`src/rtl/z88_rtc.sv`:
```
// rtl/z88_rtc.sv - Z88 real-time clock: 5 ms tick, second/minute counters, sticky maskable interrupts.
// Serves ports $D0-$D4 and $B4/$B5; a $D0 read snapshots tim1/timm for coherent multi-byte reads.
module z88_rtc #(
  parameter int CLK_DIV       = 49152,
  parameter int TICKS_PER_SEC = 200,
  parameter int MIN_WIDTH     = 21,
  parameter int TICK_SRC      = 0
) (
  input  logic       mck,
  input  logic       rin,
  input  logic       tick,
  input  logic       restim,
  input  logic       io_wr,
  input  logic       io_rd,
  input  logic [7:0] addr,
  input  logic [7:0] wdata,
  output logic [7:0] rdata,
  output logic       irq
);

  localparam int PW = 20;
  localparam logic [PW-1:0] DIV_MAX = PW'(CLK_DIV - 1);
  localparam logic [7:0]    T0_MAX  = 8'(TICKS_PER_SEC - 1);

  logic [PW-1:0]        presc_q, presc_d;
  logic [2:0]           sync_q, sync_d;
  logic                 xpulse_q, xpulse_d;
  logic [7:0]           tim0_q, tim0_d;
  logic [5:0]           tim1_q, tim1_d, sh_tim1_q, sh_tim1_d;
  logic [MIN_WIDTH-1:0] timm_q, timm_d, sh_timm_q, sh_timm_d;
  logic [2:0]           tsta_q, tsta_d, tmk_q, tmk_d;
  logic [7:0]           rdata_q, rdata_d;

  logic tick_int, tick_ev, sec_ev, min_ev, wr_b4, wr_b5, snap;
  logic [23:0] sh_timm_ext;
  logic unused_wdata;

  assign unused_wdata = ^wdata[7:3];

  always_comb begin
    tick_int = (presc_q == DIV_MAX);
    tick_ev  = ~restim & ((TICK_SRC != 0) ? xpulse_q : tick_int);
    sec_ev   = tick_ev & (tim0_q == T0_MAX);
    min_ev   = sec_ev & (tim1_q == 6'd59);
    wr_b4    = io_wr & (addr == 8'hB4);
    wr_b5    = io_wr & (addr == 8'hB5);
    snap     = io_rd & ~io_wr & (addr == 8'hD0);
    sh_timm_ext = '0;
    sh_timm_ext[MIN_WIDTH-1:0] = sh_timm_q;
  end

  // Counters and prescaler; restim forces everything in the count path to 0.
  always_comb begin
    presc_d  = tick_int ? '0 : presc_q + PW'(1);
    sync_d   = {sync_q[1:0], tick};
    xpulse_d = sync_q[1] & ~sync_q[2];
    tim0_d   = tim0_q;
    tim1_d   = tim1_q;
    timm_d   = timm_q;
    if (tick_ev) tim0_d = sec_ev ? 8'd0 : tim0_q + 8'd1;
    if (sec_ev)  tim1_d = min_ev ? 6'd0 : tim1_q + 6'd1;
    if (min_ev)  timm_d = timm_q + MIN_WIDTH'(1);
    if (restim) begin
      presc_d  = '0;
      sync_d   = '0;
      xpulse_d = 1'b0;
      tim0_d   = '0;
      tim1_d   = '0;
      timm_d   = '0;
    end
  end

  // Set beats clear when an event and a tack hit the same bit together.
  always_comb begin
    tsta_d    = (tsta_q & ~(wr_b4 ? wdata[2:0] : 3'b000)) | {min_ev, sec_ev, tick_ev};
    tmk_d     = wr_b5 ? wdata[2:0] : tmk_q;
    sh_tim1_d = snap ? tim1_q : sh_tim1_q;
    sh_timm_d = snap ? timm_q : sh_timm_q;
    rdata_d   = rdata_q;
    if (io_rd) begin
      rdata_d = 8'h00;
      if (!io_wr) begin
        case (addr)
          8'hD0:   rdata_d = tim0_q;
          8'hD1:   rdata_d = {2'b00, sh_tim1_q};
          8'hD2:   rdata_d = sh_timm_ext[7:0];
          8'hD3:   rdata_d = sh_timm_ext[15:8];
          8'hD4:   rdata_d = sh_timm_ext[23:16];
          8'hB5:   rdata_d = {5'b00000, tsta_q};
          default: rdata_d = 8'h00;
        endcase
      end
    end
  end

  always_ff @(posedge mck or posedge rin) begin
    if (rin) begin
      presc_q   <= '0;
      sync_q    <= '0;
      xpulse_q  <= 1'b0;
      tim0_q    <= '0;
      tim1_q    <= '0;
      timm_q    <= '0;
      sh_tim1_q <= '0;
      sh_timm_q <= '0;
      tsta_q    <= '0;
      tmk_q     <= '0;
      rdata_q   <= '0;
    end else begin
      presc_q   <= presc_d;
      sync_q    <= sync_d;
      xpulse_q  <= xpulse_d;
      tim0_q    <= tim0_d;
      tim1_q    <= tim1_d;
      timm_q    <= timm_d;
      sh_tim1_q <= sh_tim1_d;
      sh_timm_q <= sh_timm_d;
      tsta_q    <= tsta_d;
      tmk_q     <= tmk_d;
      rdata_q   <= rdata_d;
    end
  end

  assign rdata = rdata_q;
  assign irq   = |(tsta_q & tmk_q);

endmodule

```
`config.mk`:
```
export PLATFORM = sky130hd
export DESIGN_NAME = z88_rtc
export DESIGN_NICKNAME = d
export VERILOG_FILES = /design/src/rtl/z88_rtc.sv
export SDC_FILE = /design/constraint.sdc
export NUM_CORES = 1
export LEC_CHECK = 0
export CORE_MARGIN = 4
export CORE_UTILIZATION = 25
export DETAILED_ROUTE_END_ITERATION = 8
export SLEW_MARGIN = 20
export SYNTH_ARGS = -nofsm -noshare
export SYNTH_HDL_FRONTEND = slang
export SYNTH_SLANG_ARGS = --single-unit
```
`constraint.sdc`:
```
create_clock -name mck -period 6.7 [get_ports mck]
set_input_delay 2.01 -clock mck [delete_from_list [all_inputs] [get_ports mck]]
set_output_delay 2.01 -clock mck [all_outputs]
set_load 0.03 [all_outputs]
```
# [After elaboration in Yosys (flattened, before gate mapping)]
# Cells that the tools add are included.
[word_totals] regBits=96 output_inout_bits=9 elab_cells=53
[op_classes] addsub=4 eq_ne=10 muxes=13 bitwise_logic=13 reduce_logical=4
[op_table] cell="8-bit == test, second input constant" n=8
[op_table] cell="8-bit one-hot mux with 6 select lines" n=1
[op_table] cell="21-bit two-way mux" n=2
[op_table] cell="20-bit two-way mux" n=2
[op_table] cell="8-bit two-way mux" n=4
[op_table] cell="21-bit by 1-bit adder with 21-bit output, second input constant" n=1
[op_table] cell="20-bit by 1-bit adder with 20-bit output, second input constant" n=1
[op_table] cell="20-bit by 16-bit == test with 1-bit output, second input constant" n=1
[op_table] cell="6-bit two-way mux" n=3
[op_table] cell="8-bit by 1-bit adder with 8-bit output, second input constant" n=1
[op_table] cell="1-bit AND" n=7
[op_table] cell="6-bit by 1-bit adder with 6-bit output, second input constant" n=1
[op_table] cell="3-bit AND" n=2
[op_table] cell="6-bit == test, second input constant" n=1
[op_table] cell="2-bit nonzero test" n=3
[op_table] cell="3-bit two-way mux" n=1
[op_table] cell="3-bit NOT" n=1
[op_table] cell="3-bit OR" n=1
[op_table] cell="3-bit OR reduction" n=1
[op_table] cell="1-bit NOT" n=2

# [Depth between registers and ports, before layout]
[depth] depth_word=7 depth_mapped=8

# [Least setup slack after synthesis]
# No wires, ideal clock.
[synth_timing] kind="input to register" start="in addr[5]" end="reg sh_timm_q[10]" setup_ns=0.125 arrival_ns=3.598 slack_ns=2.977 cell_stages=5 n_path_buf=1 cell_sequence="nand4b_1 -> nor3_1 -> nand3_1 -> clkbuf_1 -> mux2_2"
[synth_via] elab_chain_len=2
[synth_rtl] element="from (decl)" line="15" rtl="input logic [7:0] addr,"
[synth_rtl] element="8-bit == test" line="47" rtl="snap = io_rd & ~io_wr & (addr == 8'hD0);"
[synth_rtl] element="1-bit AND" line="47"
[synth_rtl] element="to (signal assigned)" line="117" rtl="sh_timm_q <= sh_timm_d;"
[synth_rtl] element="to (decl)" line="30" rtl="logic [MIN_WIDTH-1:0] timm_q, timm_d, sh_timm_q, sh_timm_d;"
# Every way passes these cells.
# A chain may end at the register's enable or synchronous reset.

# [Worst setup path after layout]
[layout_timing] start="in restim" end="reg timm_q[20]"
[layout_via] elab_chain_len=5 word_cells_on_any_way=6
[layout_rtl] element="from (decl)" line="12" rtl="input logic restim,"
[layout_rtl] element="1-bit NOT" line="42" rtl="tick_ev = ~restim & ((TICK_SRC != 0) ? xpulse_q : tick_int);"
[layout_rtl] element="1-bit AND" line="42"
[layout_rtl] element="1-bit AND" line="43" rtl="sec_ev = tick_ev & (tim0_q == T0_MAX);"
[layout_rtl] element="1-bit AND" line="44" rtl="min_ev = sec_ev & (tim1_q == 6'd59);"
[layout_rtl] element="2-bit nonzero test (no source line)"
[layout_rtl] element="to (signal assigned)" line="115" rtl="timm_q <= timm_d;"
[layout_rtl] element="to (decl)" line="30"
# Parallel ways exist; a longest one is shown, timed or not.

==> impl_results.md <==
- Status: complete, no violations
- First-pass GRT wire length: 18,170 um
- Largest cells by area after synthesis: dfrtp_1, mux2_2, mux4_2
- Relative slew slack: 0.2957
- Sw Share: 0.2231
- CP bufs+invs: 3
- 1st-iter DRT viols: about 190
- Seq. cell area: 2402 um^2
- Sequential share of power: 0.513
- Cell area after synthesis: about 4700 um^2
- Share of layout cells above drive strength 1: 0.1426
- Post-DP Area: ~5200 um^2
- Clock power share: 0.449
- DPL Wire Length: about 7400 um
- CP max FO: 25
- # resized after CTS: 0
- CTS Sinks: 96
- CP max-delay cell: clkdlybuf4s50_1
- Synth Net Count: 469
- CTS tree: yes
- Placer Congestion: about 0.83
- Cell count after synthesis: 443
- Root Buffer: clkbuf_16
- Fillers: 1,917
- Commonest non-fill, non-tap cell in the layout: dfrtp_1
- N_diodes: 0
- Setup ws final: ~2 ns
- Max Transition Viols Final: 0
- Critical Path AT: 4.95 ns
- Setup Buffers After CTS: 0
- Multi-input logic area: ~2200 um^2
- WL/cell: 14.93 um
- Grt ovf: 0
- VDD IR max: about 130 uV
- Hold Fails Final Rpt: 0
- Clock-pin slew on the worst setup and hold paths: ~0.070 ns
- Full die area: 21,190 um^2
- Ys flop type: dfrtp_1
- Core Rows: 50
- Initial core utilization: 0.2538
- Endpoint class of the critical path: flop
- Design area: 5518 um^2
- Setup slack at placement: 1.663 ns
- Yosys top cell by area: dfrtp_1
- Synth Area per Inst: around 11 um^2
- Worst hold path class: flop to flop
- Port bufs: 24
- Setup TNS: 0 ns
- Worst EP required: 6.95 ns
- I/O pins: 31
- Final period utilization: 0.7018
- Vias in the first global route: between 3,000 and 4,000
- Number of synthesized register bits: between 90 and 100
- CP cell instances: clkdlybuf4s50_1 > buf_4 > inv_1 > and3_1 > nand4_1 > or4_1 > a21oi_1
- Worst-Skew Late Latency: between 0.3 and 0.4 ns
- Most frequent cells in the layout: dfrtp_1, nor2_1, mux2_2, nand2_1, clkdlybuf4s50_1
- Antenna violations before repair: 0
- Antenna Violating Nets Remaining: 0
- Total track usage: 0.1036
- Area Growth Syn to Fin: 16.60%
- Seq/Total Area, Yosys: 0.5077
- Core area: ~19,000 um^2
- EDFF count, synth: 0
- CP peak stage delay: between 0.9 and 1 ns
- # nets final: about 490
- H-tree Lvls: 3
- Pwr per Cell Area: around 210 nW/um^2
- Num CTS Buffers: 9
- CTS Buffer Depth: 2
- Fmax: roughly 0.21 GHz
- Fraction of registers with async set/reset: 1.000
- Die H: around 150 um
- Leakage power: between 2 and 2.5 nW
- Drt via density: between 5 and 6
- Post-layout min period: 4.702 ns
- NetSw: between 200 and 300 uW
- CP Launch Type: input port
- Worst-case clock skew: between 0.008 and 0.009 ns
- Combinational fraction of design power: 0.039
- Top delay family on crit path: buffers and inverters
- Cts hold-fix bufs: 0
- Pre-Repair DR Iteration Count: 5
- RSZ-0062 raised after global routing: false
- Synth warn: 0
- Post-synth top area share: 0.5077
- Max Cap Viol: 0
- Largest net degree at the start of global routing: 57
- Critical path type: input port to flop
- Slew @ Worst Pin: around 1.1 ns
- Residual DRC count: 0
- Via count: approximately 3,500
- Final setup fails: 0
- Yosys cell types: between 40 and 50
- Int Pwr: roughly 890 uW
- Die width: between 100 and 150 um
- Final wirelength: 10,510 um
==> state kept, by name, indices dropped and copies added (netlist names) <==
name / count
presc_q: 20
rdata: 8
sh_tim1_q: 6
sh_timm_q: 21
tim0_q: 8
tim1_q: 6
timm_q: 21
tmk_q: 3
tsta_q: 3
==> synthesized netlist by cell type, types with 4 or more instances <==
cell type / n
buf_2: 4
and3_1: 10
o31ai_1: 9
nand4_1: 14
o21ai_0: 20
dfrtp_1: 96
nand2_1: 24
or2_2: 4
o22ai_1: 5
nor3_1: 12
nand2b_1: 5
or4_1: 7
nor4_1: 4
nand3_1: 22
or3_1: 14
xor2_1: 14
inv_1: 17
a22oi_1: 4
xnor2_1: 12
nand4b_1: 5
clkbuf_1: 11
mux4_2: 6
ha_1: 4
and2_1: 4
mux2_2: 30
a21oi_1: 22
nor2_1: 35
==> metal layers <==
metal | track usage | part of all wire | wire length (um) | vias to the layer above
li1 | - | - | - | 1666
met1 | 0.1371 | 0.46 | 4883 | 1790
met2 | 0.1662 | 0.47 | 4906 | 74
met3 | 0.02149 | 0.051 | 531 | 12
met4 | 0.04226 | 0.018 | 187 | 0
met5 | 0 | 0 | 0 | -
==> final cells by class <==
| class | instances | share of cell area |
|---|---|---|
| multi-input cells | 314 | 0.3982 |
| well taps | 234 | 0.05306 |
| clock buffers | 10 | 0.04150 |
| clock inverters | 6 | 0.01224 |
| flip-flops and latches | 96 | 0.4354 |
| repair buffers | 27 | 0.04762 |
| inverters | 17 | 0.01202 |
==> power groups by stage <==
stage	clock network, mW	registers, mW	logic [mW]
global placement	0	0.597	0.0439
CTS	0.530	0.586	0.0454
detailed placement	0	0.597	0.0451
floorplan	0	0.596	0.0259
finish	0.513	0.586	0.0442
global route	0.552	0.586	0.0503
==> cell families (layout without fill, tap and decap cells) <==
kind of cell,Yosys count,in the layout,share of synthesized area
buffers and inverters,33,60,0.02803
flip-flops,96,96,0.5077
AO/OA/AOI/OAI,73,73,0.09572
adder cells (fa/ha/maj),4,4,0.01058
XOR/XNOR,26,26,0.04812
AND/OR/NAND/NOR,172,172,0.2036
multiplexers,39,39,0.1063
==> metrics by stage <==
stage,instances,hold WS (ns),utilization,total power [mW]
after CTS,704,0.4978,0.2959,1.161
after floorplan,443,0.4448,-,0.6220
after global placement,688,0.4702,0.2800,0.6410
after global routing,704,0.5235,0.2960,1.188
after detailed placement,688,0.4756,0.2800,0.6422
final,704,0.4884,0.2960,1.144
==> final timing paths <==
kind | startpoint | slack (ns) | endpoint | depth (start not counted)
worst min-delay path | tmk_q[0]$_DFFE_PP0P_ | 0.49 | tmk_q[0]$_DFFE_PP0P_ | 2
max in group asynchronous | rin | 3.57 | tim0_q[3]$_DFFE_PP0P_ | 3
worst max register to register | presc_q[16]$_DFF_PP0_ | 3.46 | timm_q[20]$_DFFE_PP0P_ | 5
worst min register to register | tmk_q[0]$_DFFE_PP0P_ | 0.49 | tmk_q[0]$_DFFE_PP0P_ | 2
min in group asynchronous | rin | 2.14 | tmk_q[1]$_DFFE_PP0P_ | 2
worst max-delay path | restim | 2.00 | timm_q[20]$_DFFE_PP0P_ | 7
==> tightest hold or removal path: cells and delay by family, from the launching register on <==
family,cells,cell delay [ns]
flip-flops,1,0.35
AO/OA/AOI/OAI,1,0.06
AND/OR/NAND/NOR,1,0.05
Power figures use the tool's default switching activity.
